**config.mk**
```make
export PLATFORM = sky130hd
export DESIGN_NAME = rx_word_assembler
export DESIGN_NICKNAME = d
export VERILOG_FILES = /design/src/rtl/rx_pkg.sv /design/src/rtl/rx_sync_fifo.sv /design/src/rtl/rx_word_assembler.sv
export SDC_FILE = /design/constraint.sdc
export NUM_CORES = 1
export LEC_CHECK = 0
export BUFFER_PORTS_ARGS = -buffer_cell sky130_fd_sc_hd__clkbuf_2
export CAP_MARGIN = 25
export CORE_MARGIN = 10
export CORE_UTILIZATION = 45
export DETAILED_ROUTE_END_ITERATION = 8
export RECOVER_POWER = 50
export SYNTH_ARGS = -nofsm -noshare
export SYNTH_HDL_FRONTEND = slang
export SYNTH_SLANG_ARGS = --single-unit
export TNS_END_PERCENT = 20
```
**constraint.sdc**
```tcl
create_clock -name WCLK -period 4.2 [get_ports WCLK]
set_clock_uncertainty 0.2 [all_clocks]
set_input_delay 0.84 -clock WCLK [delete_from_list [all_inputs] [get_ports WCLK]]
set_output_delay 0.84 -clock WCLK [all_outputs]
set_load 0.02 [all_outputs]
```
**src/rtl/rx_pkg.sv**
```systemverilog
// rtl/rx_pkg.sv - K codes and FIFO entry type shared by the rx word assembler
package rx_pkg;

    localparam logic [7:0] K_SOF  = 8'hFC;
    localparam logic [7:0] K_EOF  = 8'hBC;
    localparam logic [7:0] K_IDLE = 8'h3C;

    localparam int MAX_BYTES = 8;

    // Sized for the widest word; narrower builds leave the upper data bits zero.
    typedef struct packed {
        logic                   sof;
        logic [8*MAX_BYTES-1:0] data;
    } rx_entry_t;

endpackage

```
**src/rtl/rx_sync_fifo.sv**
```systemverilog
// rtl/rx_sync_fifo.sv - single-clock fall-through FIFO of rx entries with occupancy
module rx_sync_fifo
    import rx_pkg::*;
#(
    parameter int DEPTH = 8,
    localparam int AW = $clog2(DEPTH)
) (
    input  logic      clk,
    input  logic      reset,
    input  logic      push,
    input  rx_entry_t push_entry,
    input  logic      pop,
    output rx_entry_t head,
    output logic      full,
    output logic      empty,
    output logic [AW:0] size
);

    rx_entry_t     mem [DEPTH];
    logic [AW-1:0] wr_ptr;
    logic [AW-1:0] rd_ptr;
    logic          do_push;
    logic          do_pop;

    assign full    = (size == (AW+1)'(DEPTH));
    assign empty   = (size == '0);
    assign do_push = push && !full;
    assign do_pop  = pop && !empty;

    always_ff @(posedge clk) begin
        if (do_push) begin
            mem[wr_ptr] <= push_entry;
        end
    end

    always_ff @(posedge clk) begin
        if (reset) begin
            wr_ptr <= '0;
            rd_ptr <= '0;
            size   <= '0;
        end else begin
            if (do_push) begin
                wr_ptr <= wr_ptr + 1'b1;
            end
            if (do_pop) begin
                rd_ptr <= rd_ptr + 1'b1;
            end
            case ({do_push, do_pop})
                2'b10:   size <= size + 1'b1;
                2'b01:   size <= size - 1'b1;
                default: size <= size;
            endcase
        end
    end

    // Gating on empty keeps the head at zero after reset without clearing the array.
    assign head = empty ? '0 : mem[rd_ptr];

endmodule

```
**src/rtl/rx_word_assembler.sv**
```systemverilog
// rtl/rx_word_assembler.sv - decoded bytes to BYTES-wide words with error counters; RX_FRAME_TAG_EN enables SOF tagging
module rx_word_assembler
    import rx_pkg::*;
#(
    parameter int BYTES     = 3,
    parameter int DEPTH     = 8,
    parameter int CNT_WIDTH = 8
) (
    input  logic                     WCLK,
    input  logic                     RESET,
    input  logic                     SYM_VALID,
    input  logic                     SYM_K,
    input  logic [7:0]               SYM_DATA,
    input  logic                     SYM_ERR,
    output logic [8*BYTES-1:0]       OUT_DATA,
    output logic                     OUT_SOF,
    output logic                     OUT_VALID,
    input  logic                     OUT_READY,
    output logic [$clog2(DEPTH):0]   FIFO_SIZE,
    output logic [CNT_WIDTH-1:0]     DECODER_ERR_CNT,
    output logic [CNT_WIDTH-1:0]     FRAME_ERR_CNT,
    output logic [CNT_WIDTH-1:0]     LOST_ERR_CNT
);

    localparam int              SEL_W    = $clog2(BYTES);
    localparam logic [SEL_W-1:0] LAST_SEL = SEL_W'(BYTES - 1);

    logic [SEL_W-1:0]       byte_sel;
    logic [8*(BYTES-1)-1:0] word_buf;
    logic                   stage_valid;
    logic [8*BYTES-1:0]     stage_data;
    logic                   stage_sof;
    logic                   is_err;
    logic                   is_k;
    logic                   is_data;
    logic                   complete;
    logic                   fifo_full;
    logic                   fifo_empty;
    rx_entry_t              push_entry;
    rx_entry_t              head;

    assign is_err   = SYM_VALID && SYM_ERR;
    assign is_k     = SYM_VALID && !SYM_ERR && SYM_K;
    assign is_data  = SYM_VALID && !SYM_ERR && !SYM_K;
    assign complete = is_data && (byte_sel == LAST_SEL);

    // word_buf holds slots 0..BYTES-2; the final byte goes straight into the stage.
    always_ff @(posedge WCLK) begin
        if (RESET) begin
            byte_sel    <= '0;
            word_buf    <= '0;
            stage_valid <= 1'b0;
            stage_data  <= '0;
        end else begin
            stage_valid <= complete;
            if (complete) begin
                stage_data <= {word_buf, SYM_DATA};
                byte_sel   <= '0;
            end else if (is_data) begin
                for (int i = 0; i < BYTES - 1; i++) begin
                    if (byte_sel == SEL_W'(i)) begin
                        word_buf[8*(BYTES-2-i) +: 8] <= SYM_DATA;
                    end
                end
                byte_sel <= byte_sel + 1'b1;
            end else if (is_k || is_err) begin
                byte_sel <= '0;
            end
        end
    end

`ifdef RX_FRAME_TAG_EN
    logic sof_pend;

    always_ff @(posedge WCLK) begin
        if (RESET) begin
            sof_pend      <= 1'b0;
            stage_sof     <= 1'b0;
            FRAME_ERR_CNT <= '0;
        end else begin
            if (is_err || complete) begin
                sof_pend <= 1'b0;
            end else if (is_k && SYM_DATA == K_SOF) begin
                sof_pend <= 1'b1;
            end else if (is_k && SYM_DATA == K_EOF) begin
                sof_pend <= 1'b0;
            end
            if (complete) begin
                stage_sof <= sof_pend;
            end
            if (is_k && byte_sel != '0 && FRAME_ERR_CNT != '1) begin
                FRAME_ERR_CNT <= FRAME_ERR_CNT + 1'b1;
            end
        end
    end
`else
    assign stage_sof     = 1'b0;
    assign FRAME_ERR_CNT = '0;
`endif

    // A full FIFO at the push edge drops the word even if the head pops that edge.
    always_ff @(posedge WCLK) begin
        if (RESET) begin
            DECODER_ERR_CNT <= '0;
            LOST_ERR_CNT    <= '0;
        end else begin
            if (is_err && DECODER_ERR_CNT != '1) begin
                DECODER_ERR_CNT <= DECODER_ERR_CNT + 1'b1;
            end
            if (stage_valid && fifo_full && LOST_ERR_CNT != '1) begin
                LOST_ERR_CNT <= LOST_ERR_CNT + 1'b1;
            end
        end
    end

    always_comb begin
        push_entry                    = '0;
        push_entry.sof                = stage_sof;
        push_entry.data[8*BYTES-1:0]  = stage_data;
    end

    rx_sync_fifo #(
        .DEPTH (DEPTH)
    ) u_fifo (
        .clk        (WCLK),
        .reset      (RESET),
        .push       (stage_valid),
        .push_entry (push_entry),
        .pop        (OUT_VALID && OUT_READY),
        .head       (head),
        .full       (fifo_full),
        .empty      (fifo_empty),
        .size       (FIFO_SIZE)
    );

    assign OUT_VALID = !fifo_empty;
    assign OUT_DATA  = head.data[8*BYTES-1:0];
    assign OUT_SOF   = head.sof;

    generate
        if (BYTES < MAX_BYTES) begin : g_pad
            logic unused_pad;
            assign unused_pad = ^head.data[8*MAX_BYTES-1:8*BYTES];
        end
    endgenerate

endmodule

```
=== Yosys cells after proc, flatten, opt, wreduce, memory -nomap -nowiden ===
Memories as Yosys holds them, arrays and structs flattened. A register that Yosys moved wholly into a read port is not among the register bits.
Index checks and enable logic that the tools add are counted.

* Bits in writable memories: 192
* Output and inout bits: 54
* Bits of input ports: 14
* Logic and storage cells: 57
* Memories kept: 1
* Flip-flop bits (word level): 69

{| class="wikitable"
|+ Memories
! memory !! words !! width !! rd ports !! clocked after memory_dff !! write ports !! line !! RTL
|-
| u_fifo.mem || 8 || 24 || 1 || 1 || 1 || rx_sync_fifo.sv:19 || <nowiki>rx_entry_t mem [DEPTH];</nowiki>
|}

* Reduce and logical (&&, ||, !) cells: 23
* Mux-type cells: 8
* Equal/unequal tests: 7
* Bitwise operators: 1
* $add $sub $neg: 7

{| class="wikitable"
|+ Operators by type and width
! operator !! number
|-
| $mux 65 || 1
|-
| $add 8x1->8 const B || 2
|-
| $ne 8x8->1 const B || 2
|-
| $logic_and 1x1->1 || 11
|-
| $pmux 4 s2 || 1
|-
| $add 3x1->3 const B || 2
|-
| $mux 3 || 2
|-
| $reduce_and 3->1 || 2
|-
| $add 4x1->4 const B || 1
|-
| $eq 2x1->1 const B || 2
|-
| $eq 2x2->1 const B || 2
|-
| $eq 4x4->1 const B || 1
|-
| $logic_not 1->1 || 4
|-
| $logic_not 4->1 || 1
|-
| $mux 2 || 2
|-
| $reduce_bool 2->1 || 2
|-
| $sub 4x1->4 const B || 1
|-
| $add 2x1->2 const B || 1
|-
| $logic_not 2->1 || 1
|-
| $mux 1 || 2
|-
| $reduce_or 2->1 || 1
|-
| $logic_or 1x1->1 || 1
|-
| $not 1->1 || 1
|}

=== Longest topological paths before layout ===
* Depth after elaboration: 6
* Depth in mapped cells: 12

=== Hierarchy ===
A second synthesis with hierarchy kept.

* Cells, all modules: 1140
* Area total of the unflattened synthesis: 22686.8 um^2

{| class="wikitable"
|+ Modules (own cells, without submodules)
! module !! cells each !! instances !! area an instance (um^2)
|-
| rx_sync_fifo || 898 || 1 || 20375.8
|-
| rx_word_assembler || 242 || 1 || 2311.0
|}

=== Worst setup path before layout ===
OpenSTA, ideal clock, no wires.

* Kind: register -> register
* Start point: register u_fifo.size[0]
* End point: memory u_fifo.mem[0][0] in the netlist's numbering, enable pin
* Stages on the path, launching flop included: 4
* Data arrival time: 3340 ps
* Required time: 3534 ps
* Setup time: 466 ps
* Clock period less this slack: 4006 ps
* Slack: 194 ps
* Cells stage by stage: dfxtp_1 or4b_1 nand2_1 nor4_1

* Longest elaborated chain between the ends: 5

{| class="wikitable"
|+ RTL lines
! element !! line !! RTL
|-
| start: declaration || rx_sync_fifo.sv:16 || <nowiki>output logic [AW:0] size</nowiki>
|-
| start signal: assignment || rx_sync_fifo.sv:49 || <nowiki>2'b10: size <= size + 1'b1;</nowiki>
|-
| start signal: assignment || rx_sync_fifo.sv:50 || <nowiki>2'b01: size <= size - 1'b1;</nowiki>
|-
| start signal: assignment || rx_sync_fifo.sv:51 || <nowiki>default: size <= size;</nowiki>
|-
| $eq 4x4->1 || rx_sync_fifo.sv:25 || <nowiki>assign full = (size == (AW+1)'(DEPTH));</nowiki>
|-
| $logic_not 1->1 || rx_sync_fifo.sv:27 || <nowiki>assign do_push = push && !full;</nowiki>
|-
| $logic_and 1x1->1 || rx_sync_fifo.sv:27 ||
|-
| $mux 1 || rx_sync_fifo.sv:31 || <nowiki>if (do_push) begin</nowiki>
|-
| $mux 1 (not written as such) || rx_sync_fifo.sv:32 || <nowiki>mem[wr_ptr] <= push_entry;</nowiki>
|-
| end: declaration || rx_sync_fifo.sv:19 ||
|}

Every way passes these cells.

==> results.cfg <==
[critical_path]
worstSetupPathType = register to primary output
start_kind = register
cp.required_ns = 3.16
cp_cell_sequence = buf_4 -> mux4_2 -> mux2i_1 -> nor2_1 -> clkbuf_2
crit_buf_inv = 2
cp.arrival_ns = 2.52
cp_max_fo = 29
max_stage_delay_ns = 0.74
cp.depth = 5
endpoint_kind = primary output
r2r_cells = 9
cp_top_family = flip-flops
cp_slowest_cell = dfxtp_4

[cells_and_area]
multi_input_area_mm2 = 0.00284
layout-drive-gt1-share_pct = 25.1
nNetsFinal = 717
fill_cells = 1887
seq_area_mm2 = 0.00721
final_core_util_pct = 52.3
area_growth_pct = 14.9
antennaDiodeCount = 0

[hold_path]
hold_path.class = register to register
min_path_cells = 2

[sta]
period_share_pct = 84.8
rsz0062_at_grt = no
finalSetupViolCount = 0
finalHoldViolations = 0
fmax_ghz = 0.281
drv_slew = 0
fin_crit_ns = 3.56
tightest_slew_ns = 0.932
max-slew-margin-rel_pct = 37.0
tns_ns = 0

[clock_network]
htree_levels = 1
cts_setup_buffers = 0
cts_buffers = 27
cts_root_buffer = clkbuf_16
clock-sinks = 264
clockBufferDepth = 3
cts_hold_buf = 0
clk_pin_slew_ns = 0.06
ctsResizeCount = 0
cts_tree = built
clock_latency_ns = 0.52

[logic_synthesis]
avgSynthCellArea_um2 = 16.7
syn-cell-area_mm2 = 0.0103
synth.most_common_cell = edfxtp_1
synthTopCellsByArea = edfxtp_1 56%, dfxtp_1 14%, mux4_2 11%
ys_seq_elements = 264
synth_warnings = 0
synthTopCellsByCount = 192 x edfxtp_1, 72 x dfxtp_1, 49 x nor2_1
synth_flop_cell = edfxtp_1
synth_top_area_cell = edfxtp_1
async_flop_share_pct = 0
synth_top_area_share_pct = 56.2
yosysUniqueCellTypes = 47
synth_edf_count = 192
ys_seq_area_share_pct = 70.2
syn_inst = 616

[detailed_routing]
via_per_inst = 5.54
route.met2.wl_um = 10100
final_antenna_net_count = 0
met3_length_um = 1250
post-route-drc-count = 0
drt-met1-wl_um = 9070
top_layer = met5
drt-initial-drc-count = 340
dr.pass1.iters = 5
wl_per_cell_um = 20.8
wl_um = 20800
num_vias = 5524

[global_routing]
gr-usage-all-layers_pct = 14.3
grt_pass1_wl_um = 32400
antenna_found_initial = 2
grt_pass1_vias = 5758
grt_max_degree = 30
globalRouteOverflowTotal = 0

[die]
core_area_mm2 = 0.0226
rows = 55
die_h_um = 171
io_pins = 68
die_x_um = 171
start_util_pct = 45.5
die_area_mm2 = 0.0293

[outcome]
status = finished, final reports clean

[placed_design]
hpwl_um = 13000
placement.io_buffers = 58
gp_congestion = 0.809

[run]
drv_cap = 0

[pwr]
peakVddDrop_v = 0.000219
p_leak_nw = 4.00
pwr_density_cell_mw_per_mm2 = 438
power_mw = 5.16
## worst paths after layout
check,from,to,slack (ns)
max,register,OUT_DATA[6],0.64
min,word_buf[14],word_buf[14],0.26
max reg2reg,u_fifo.size[0],u_fifo.size[2],1.20
min reg2reg,word_buf[14],word_buf[14],0.26
## sequential cells by signal, summed over array words and instances, names as in the netlist, named ones only
register and flops:
LOST_ERR_CNT 8, stage_valid 1, u_fifo.rd_ptr 3, u_fifo.mem 192, u_fifo.size 4, byte_sel 2, stage_data 24, u_fifo.wr_ptr 3
DECODER_ERR_CNT 8, word_buf 16
## layout make-up
type	instances	share of cell area, %
clock buffer	40	6.69
tap	285	3.02
sequential	264	61.2
multi-input combinational	315	24.1
inverter	5	0.159
timing repair buffer	80	4.10
clock inverter	9	0.806
## where the power goes
part	switching [mW]	total, mW	internal (mW)
Combinational	0.0407	0.0548	0.0141
Clock	0.919	2.34	1.42
Sequential	0.00389	2.77	2.76
## worst register-to-register path, delay by kind of cell, from the launching register on
family	cells	cell delay, ns
AOI/OAI and AO/OA	2	0.17
xor gates and xnor gates	2	0.34
adders and majority gates	2	0.51
DFF	1	0.40
and+or+nand+nor	3	1.32
## routing by layer
metal / up-vias / global-route usage [%]
li1: 2541 / -
met1: 2804 / 18.5
met2: 138 / 23.5
met3: 37 / 3.46
met4: 4 / 3.89
met5: - / 0
## through the flow
stage                     instances  setup slack (ns)  cell area, µm²  hold WS [ns]
after global placement          949              1.09           11000         0.248
after detailed placement        949              1.09           11000         0.251
after global routing            998             0.373           11800         0.287
final                           998             0.639           11800         0.260
after CTS                       998             0.532           11900         0.258
after floorplan                 624             0.194           10300         0.236
## cells by family after synthesis
logic type,Yosys count,synth area share (%)
AOI/OAI and AO/OA,64,4.46
DFF,264,70.2
adders and majority gates,10,1.22
and+or+nand+nor,138,6.78
muxes,81,13.8
other,1,0.0365
buffers and inverters,45,2.35
xor gates and xnor gates,13,1.18
## layout by cell type (no fill, tap or decap), types with 23 or more instances in the layout
cell type  instances
nand2_1           28
clkbuf_2          58
clkbuf_16         29
a22o_1            24
mux4_2            48
nor2_1            46
nand3_1           26
dfxtp_1           70
edfxtp_1         192
mux2i_1           32
a21oi_1           23
Note: power is estimated with default switching activity, not from simulation.
